## config.mk

```make
export PLATFORM = sky130hd
export DESIGN_NAME = demux_route_ctrl
export DESIGN_NICKNAME = d
export VERILOG_FILES = /design/src/rtl/demux_route_ctrl.sv
export SDC_FILE = /design/constraint.sdc
export NUM_CORES = 1
export LEC_CHECK = 0
export CORE_MARGIN = 4
export CORE_UTILIZATION = 50
export CTS_BUF_LIST = sky130_fd_sc_hd__clkbuf_4 sky130_fd_sc_hd__clkbuf_8 sky130_fd_sc_hd__clkbuf_16
export DETAILED_ROUTE_END_ITERATION = 10
export PLACE_DENSITY_LB_ADDON = 0.15
export SLEW_MARGIN = 10
export SYNTH_ARGS = -nofsm -noshare
export SYNTH_HDL_FRONTEND = slang
export SYNTH_SLANG_ARGS = --single-unit
```

## constraint.sdc

```tcl
create_clock -name clk -period 3.4 [get_ports clk]
set_input_delay 0.68 -clock clk [delete_from_list [all_inputs] [get_ports clk]]
set_output_delay 0.68 -clock clk [all_outputs]
set_load 0.05 [all_outputs]
```

## src/rtl/demux_route_ctrl.sv

```systemverilog
// -----------------------------------------------------------------------------
// demux_route_ctrl
// Upstream stage for demux1x2_hot_encoded. Buffers destination-tagged words in
// a small FIFO, presents the head word with a one-hot select, pops it when the
// addressed destination accepts, and keeps saturating per-destination delivery
// counters.
//
// Ports:
//   clk         - clock, rising edge
//   rst_n       - asynchronous active-low reset (pointers and counters)
//   flush       - synchronous FIFO clear; counters are kept
//   in_valid    - upstream word valid
//   in_ready    - block can accept a word (FIFO not full)
//   in_data     - upstream payload
//   in_dest     - destination: 0 -> out0, 1 -> out1
//   sel         - one-hot select: 01 out0, 10 out1, 00 idle
//   data_out    - head payload (zero when idle)
//   out0_ready  - destination 0 accepts this cycle
//   out1_ready  - destination 1 accepts this cycle
//   cnt0, cnt1  - saturating delivery counters
//   occupancy   - number of entries held
// -----------------------------------------------------------------------------
module demux_route_ctrl #(
  parameter int DATA_WIDTH = 16,
  parameter int DEPTH      = 4,
  parameter int CNT_WIDTH  = 16
) (
  input  logic                       clk,
  input  logic                       rst_n,
  input  logic                       flush,
  input  logic                       in_valid,
  output logic                       in_ready,
  input  logic [DATA_WIDTH-1:0]      in_data,
  input  logic                       in_dest,
  output logic [1:0]                 sel,
  output logic [DATA_WIDTH-1:0]      data_out,
  input  logic                       out0_ready,
  input  logic                       out1_ready,
  output logic [CNT_WIDTH-1:0]       cnt0,
  output logic [CNT_WIDTH-1:0]       cnt1,
  output logic [$clog2(DEPTH):0]     occupancy
);

  localparam int AW = $clog2(DEPTH);
  localparam int PW = AW + 1;

  // Each entry is {dest, data}; dest sits in the MSB.
  logic [DATA_WIDTH:0]   mem_r [DEPTH];
  logic [PW-1:0]         wp_r;
  logic [PW-1:0]         rp_r;
  logic [CNT_WIDTH-1:0]  cnt0_r;
  logic [CNT_WIDTH-1:0]  cnt1_r;

  logic                  empty_s;
  logic                  full_s;
  logic                  push_s;
  logic                  pop_s;
  logic [DATA_WIDTH:0]   head_s;
  logic [1:0]            sel_s;
  logic [DATA_WIDTH-1:0] data_s;

  // FIFO status, head decode and handshake qualification.
  always_comb begin
    empty_s = (wp_r == rp_r);
    full_s  = (wp_r[AW] != rp_r[AW]) && (wp_r[AW-1:0] == rp_r[AW-1:0]);
    head_s  = mem_r[rp_r[AW-1:0]];
    sel_s   = 2'b00;
    data_s  = '0;
    if (empty_s) begin
      sel_s  = 2'b00;
      data_s = '0;
    end else begin
      sel_s  = head_s[DATA_WIDTH] ? 2'b10 : 2'b01;
      data_s = head_s[DATA_WIDTH-1:0];
    end
    // Only the addressed destination's ready matters (head-of-line blocking).
    pop_s  = (sel_s[0] & out0_ready) | (sel_s[1] & out1_ready);
    push_s = in_valid & ~full_s;
  end

  // Pointer update; flush wins over any push or pop in the same cycle.
  always_ff @(posedge clk or negedge rst_n) begin
    if (!rst_n) begin
      wp_r <= '0;
      rp_r <= '0;
    end else if (flush) begin
      wp_r <= '0;
      rp_r <= '0;
    end else begin
      if (push_s) begin
        wp_r <= wp_r + PW'(1);
      end
      if (pop_s) begin
        rp_r <= rp_r + PW'(1);
      end
    end
  end

  // Payload storage; contents are qualified by the pointers so no reset is needed.
  always_ff @(posedge clk) begin
    if (push_s && !flush) begin
      mem_r[wp_r[AW-1:0]] <= {in_dest, in_data};
    end
  end

  // Saturating delivery counters, bumped on a pop that is not cancelled by flush.
  always_ff @(posedge clk or negedge rst_n) begin
    if (!rst_n) begin
      cnt0_r <= '0;
      cnt1_r <= '0;
    end else if (pop_s && !flush) begin
      if (sel_s[0] && (cnt0_r != {CNT_WIDTH{1'b1}})) begin
        cnt0_r <= cnt0_r + CNT_WIDTH'(1);
      end
      if (sel_s[1] && (cnt1_r != {CNT_WIDTH{1'b1}})) begin
        cnt1_r <= cnt1_r + CNT_WIDTH'(1);
      end
    end
  end

  // Outputs are functions of registered state only.
  always_comb begin
    in_ready  = ~full_s;
    sel       = sel_s;
    data_out  = data_s;
    cnt0      = cnt0_r;
    cnt1      = cnt1_r;
    occupancy = wp_r - rp_r;
  end

endmodule

```

==> run summary <==
Vias in the first global route: 2696
Gr ovfl total: 0
Multi-input logic area: 1520 sq um
Met2 Usage GRT: 25.75%
IO Port Bufs: 76
Register Area: 2993 sq um
Met3 usage: 3.234%
Initial Utilization: 52.06%
Synth Cell Area: 4584 sq um
Compound-cell area share of the yosys netlist: 2.102%
Met1 Use GR: 23.70%
Clock Sinks: 106
Worst Path Required: 2720 ps
Initial detailed-routing violation count: 95
Final setup vio count: 0
Worst VDD drop: 0.0004213 V
CP Launch Type: register
Min Tclk post-route: 2870 ps
YS warnings: 0
Num CTS Buffers: 9
Worst Max-Slew Pin Slew: 838.9 ps
Final Hold Fails: 0
Number of antenna violations at the first check in global routing: 0
Core footprint: 8806 sq um
Largest family of logic cells by synthesized area: simple AND/OR/NAND/NOR gates
Lkg Pwr: 2.151 nW
First-pass GRT wire length: 14150 microns
Rel. slew slack: 44.07%
Commonest non-fill, non-tap cell in the layout: edfxtp_1
GR peak layer: met2
H-tree levels: 3
Synth-to-layout area growth: 23.39%
Post-Route WL: 8614 microns
Status: finished, final reports clean
Hold slack final: 399.9 ps
Library cells used by synthesis: 36
Antenna fix cells: 0
Seq/Total Area, Yosys: 65.28%
Post-synthesis register bit count: 106
Vias/cell: 5.414
Post-DR wirelength/cell: 17.23 microns
Final instance area: 5657 sq um
Placed instance area: 5475 sq um
CTS Hold Bufs: 0
WS Path Type: reg2out
Setup TNS: 0 ps
Most frequent cells in the layout: edfxtp_1 (68), clkdlybuf4s50_1 (53), dfrtp_1 (38)
Proportion of layout cells with a drive suffix above 1: 16.58%
First-pass detailed-route iteration total: 4
Fill cells: 673
CTS tree: built
Die height: 103.8 microns
Postcts setup bufs: 0
Final core occ: 64.24%
Pin count of the biggest net entering global routing: 39
Die area: 10770 sq um
Die X: 103.8 microns
Worst hold path type: in2async
CTS resizes: 0
Root buffer cell: clkbuf_8
GRT Util Overall: 16.73%
Nets@finish: 421
FFs w/ async S/R, synth: 35.85%
Nature of the critical path endpoint: output port
Simple-gate area share of the yosys netlist: 11.52%
Synthesized-area fraction occupied by adder cells: 2.893%
GPL Wtd Cong: 0.7915
XOR/XNOR Fraction of Synth Area: 6.687%
Ports: 77
Rows: 34
Syn Nets: 333
RSZ-0062 raised after global routing: false
Post-route ant nets: 0
Max Cap Viol: 0
Max Fclk: 348.4 MHz
Worst-path clk slew: 100 ps
Max Slew Vio Count: 0
Crit path DAT: 2190 ps
Mux cell area share after synthesis: 9.907%
Clock tree buffer depth: 2
Avg Cell Area, Syn: 15.28 sq um
Mapped Cells: 300
Post-synth EDFFs: 68
Worst skew pair latency: 370 ps
Worst clock skew: 11.73 ps
Crit Path Max Fanout: 13
Power Density: 674.7 nW/um^2
Vias: 2707
Number of remaining DRC errors: 0
Final period utilization: 84.41%
HPWL Detailed: 5984 microns
Ys flop type: edfxtp_1
[worst max-delay path, stage by stage, from the launching register on]
cell and delay (ps):
dfrtp_1 620, inv_1 90, ha_1 340, nand2_1 120
nor2_2 50, buf_4 200, nor2b_1 190, buf_4 230
[metrics by stage]
step | power (mW) | instances | worst slack, ps
after global placement | 3.121 | 485 | 729.6
after CTS | 3.857 | 500 | 497.1
after floorplan | 2.609 | 300 | 365.5
after global routing | 3.996 | 500 | 385.0
after detailed placement | 3.132 | 485 | 672.9
final | 3.816 | 500 | 530.1
[cell usage after synthesis, types with 3 or more instances]
master	instances	area share [%]
a21oi_1	4	0.44
and2_1	5	0.68
and3_1	6	0.82
clkbuf_1	3	0.25
dfrtp_1	38	21
edfxtp_1	68	45
ha_1	9	2.5
inv_1	9	0.74
mux2i_1	3	0.66
mux4_1	5	2.9
mux4_2	12	5.9
nand2_1	19	1.6
nand3_1	10	1.1
nand4_1	11	1.5
nor2_1	16	1.3
nor2b_1	17	2.3
nor3_1	6	0.66
nor4_1	3	0.41
xnor2_1	23	4.4
xor2_1	12	2.3
[cells by family after synthesis]
| family | after synthesis |
|---|---|
| buf+inv | 17 |
| fa+ha+maj | 10 |
| xor+xnor | 35 |
| flops | 106 |
| mux | 22 |
| compound gates | 10 |
| simple gates | 100 |
[power breakdown]
| group | switching, mW | total [mW] | internal, mW |
|---|---|---|---|
| clock | 0.451 | 0.732 | 0.281 |
| sequential | 0.0786 | 1.53 | 1.45 |
| combinational | 0.984 | 1.56 | 0.572 |
| total | 1.51 | 3.82 | 2.30 |
[cell type report]
type	instances	area share, %
Sequential cell	106	52.91
Multi-Input combinational cell	177	26.87
Timing Repair Buffer	85	14.02
Tap cell	108	2.389
Clock buffer	9	2.190
Clock inverter	6	1.017
Inverter	9	0.5972
[routing by layer]
| layer | routed length, microns | up-vias |
|---|---|---|
| li1 | - | 1281 |
| met1 | 4021 | 1359 |
| met2 | 4150 | 52 |
| met3 | 263 | 15 |
| met4 | 179 | 0 |
| met5 | 0 | - |
[sequential cells by signal (all words and copies together) (netlist names)]
| register | flops |
|---|---|
| cnt0 | 16 |
| cnt1 | 16 |
| rp_r | 3 |
| mem_r | 68 |
| wp_r | 3 |
[path summary, 6_finish.rpt]
kind / to / cells after the start / slack [ps] / startpoint
worst max register to register: cnt0[7]$_DFFE_PN0P_ / 6 / 870 / rp_r[0]$_DFFE_PN0P_
worst max-delay path: data_out[5] / 7 / 530 / rp_r[1]$_DFFE_PN0P_
max in group asynchronous: rp_r[1]$_DFFE_PN0P_ / 1 / 2460 / rst_n
min in group clk: cnt1[15]$_DFFE_PN0P_ / 1 / 500 / cnt1[15]$_DFFE_PN0P_
worst min register to register: cnt1[15]$_DFFE_PN0P_ / 1 / 500 / cnt1[15]$_DFFE_PN0P_
worst min-delay path: cnt1[8]$_DFFE_PN0P_ / 1 / 400 / rst_n
Note: power is estimated with default switching activity, not from simulation.
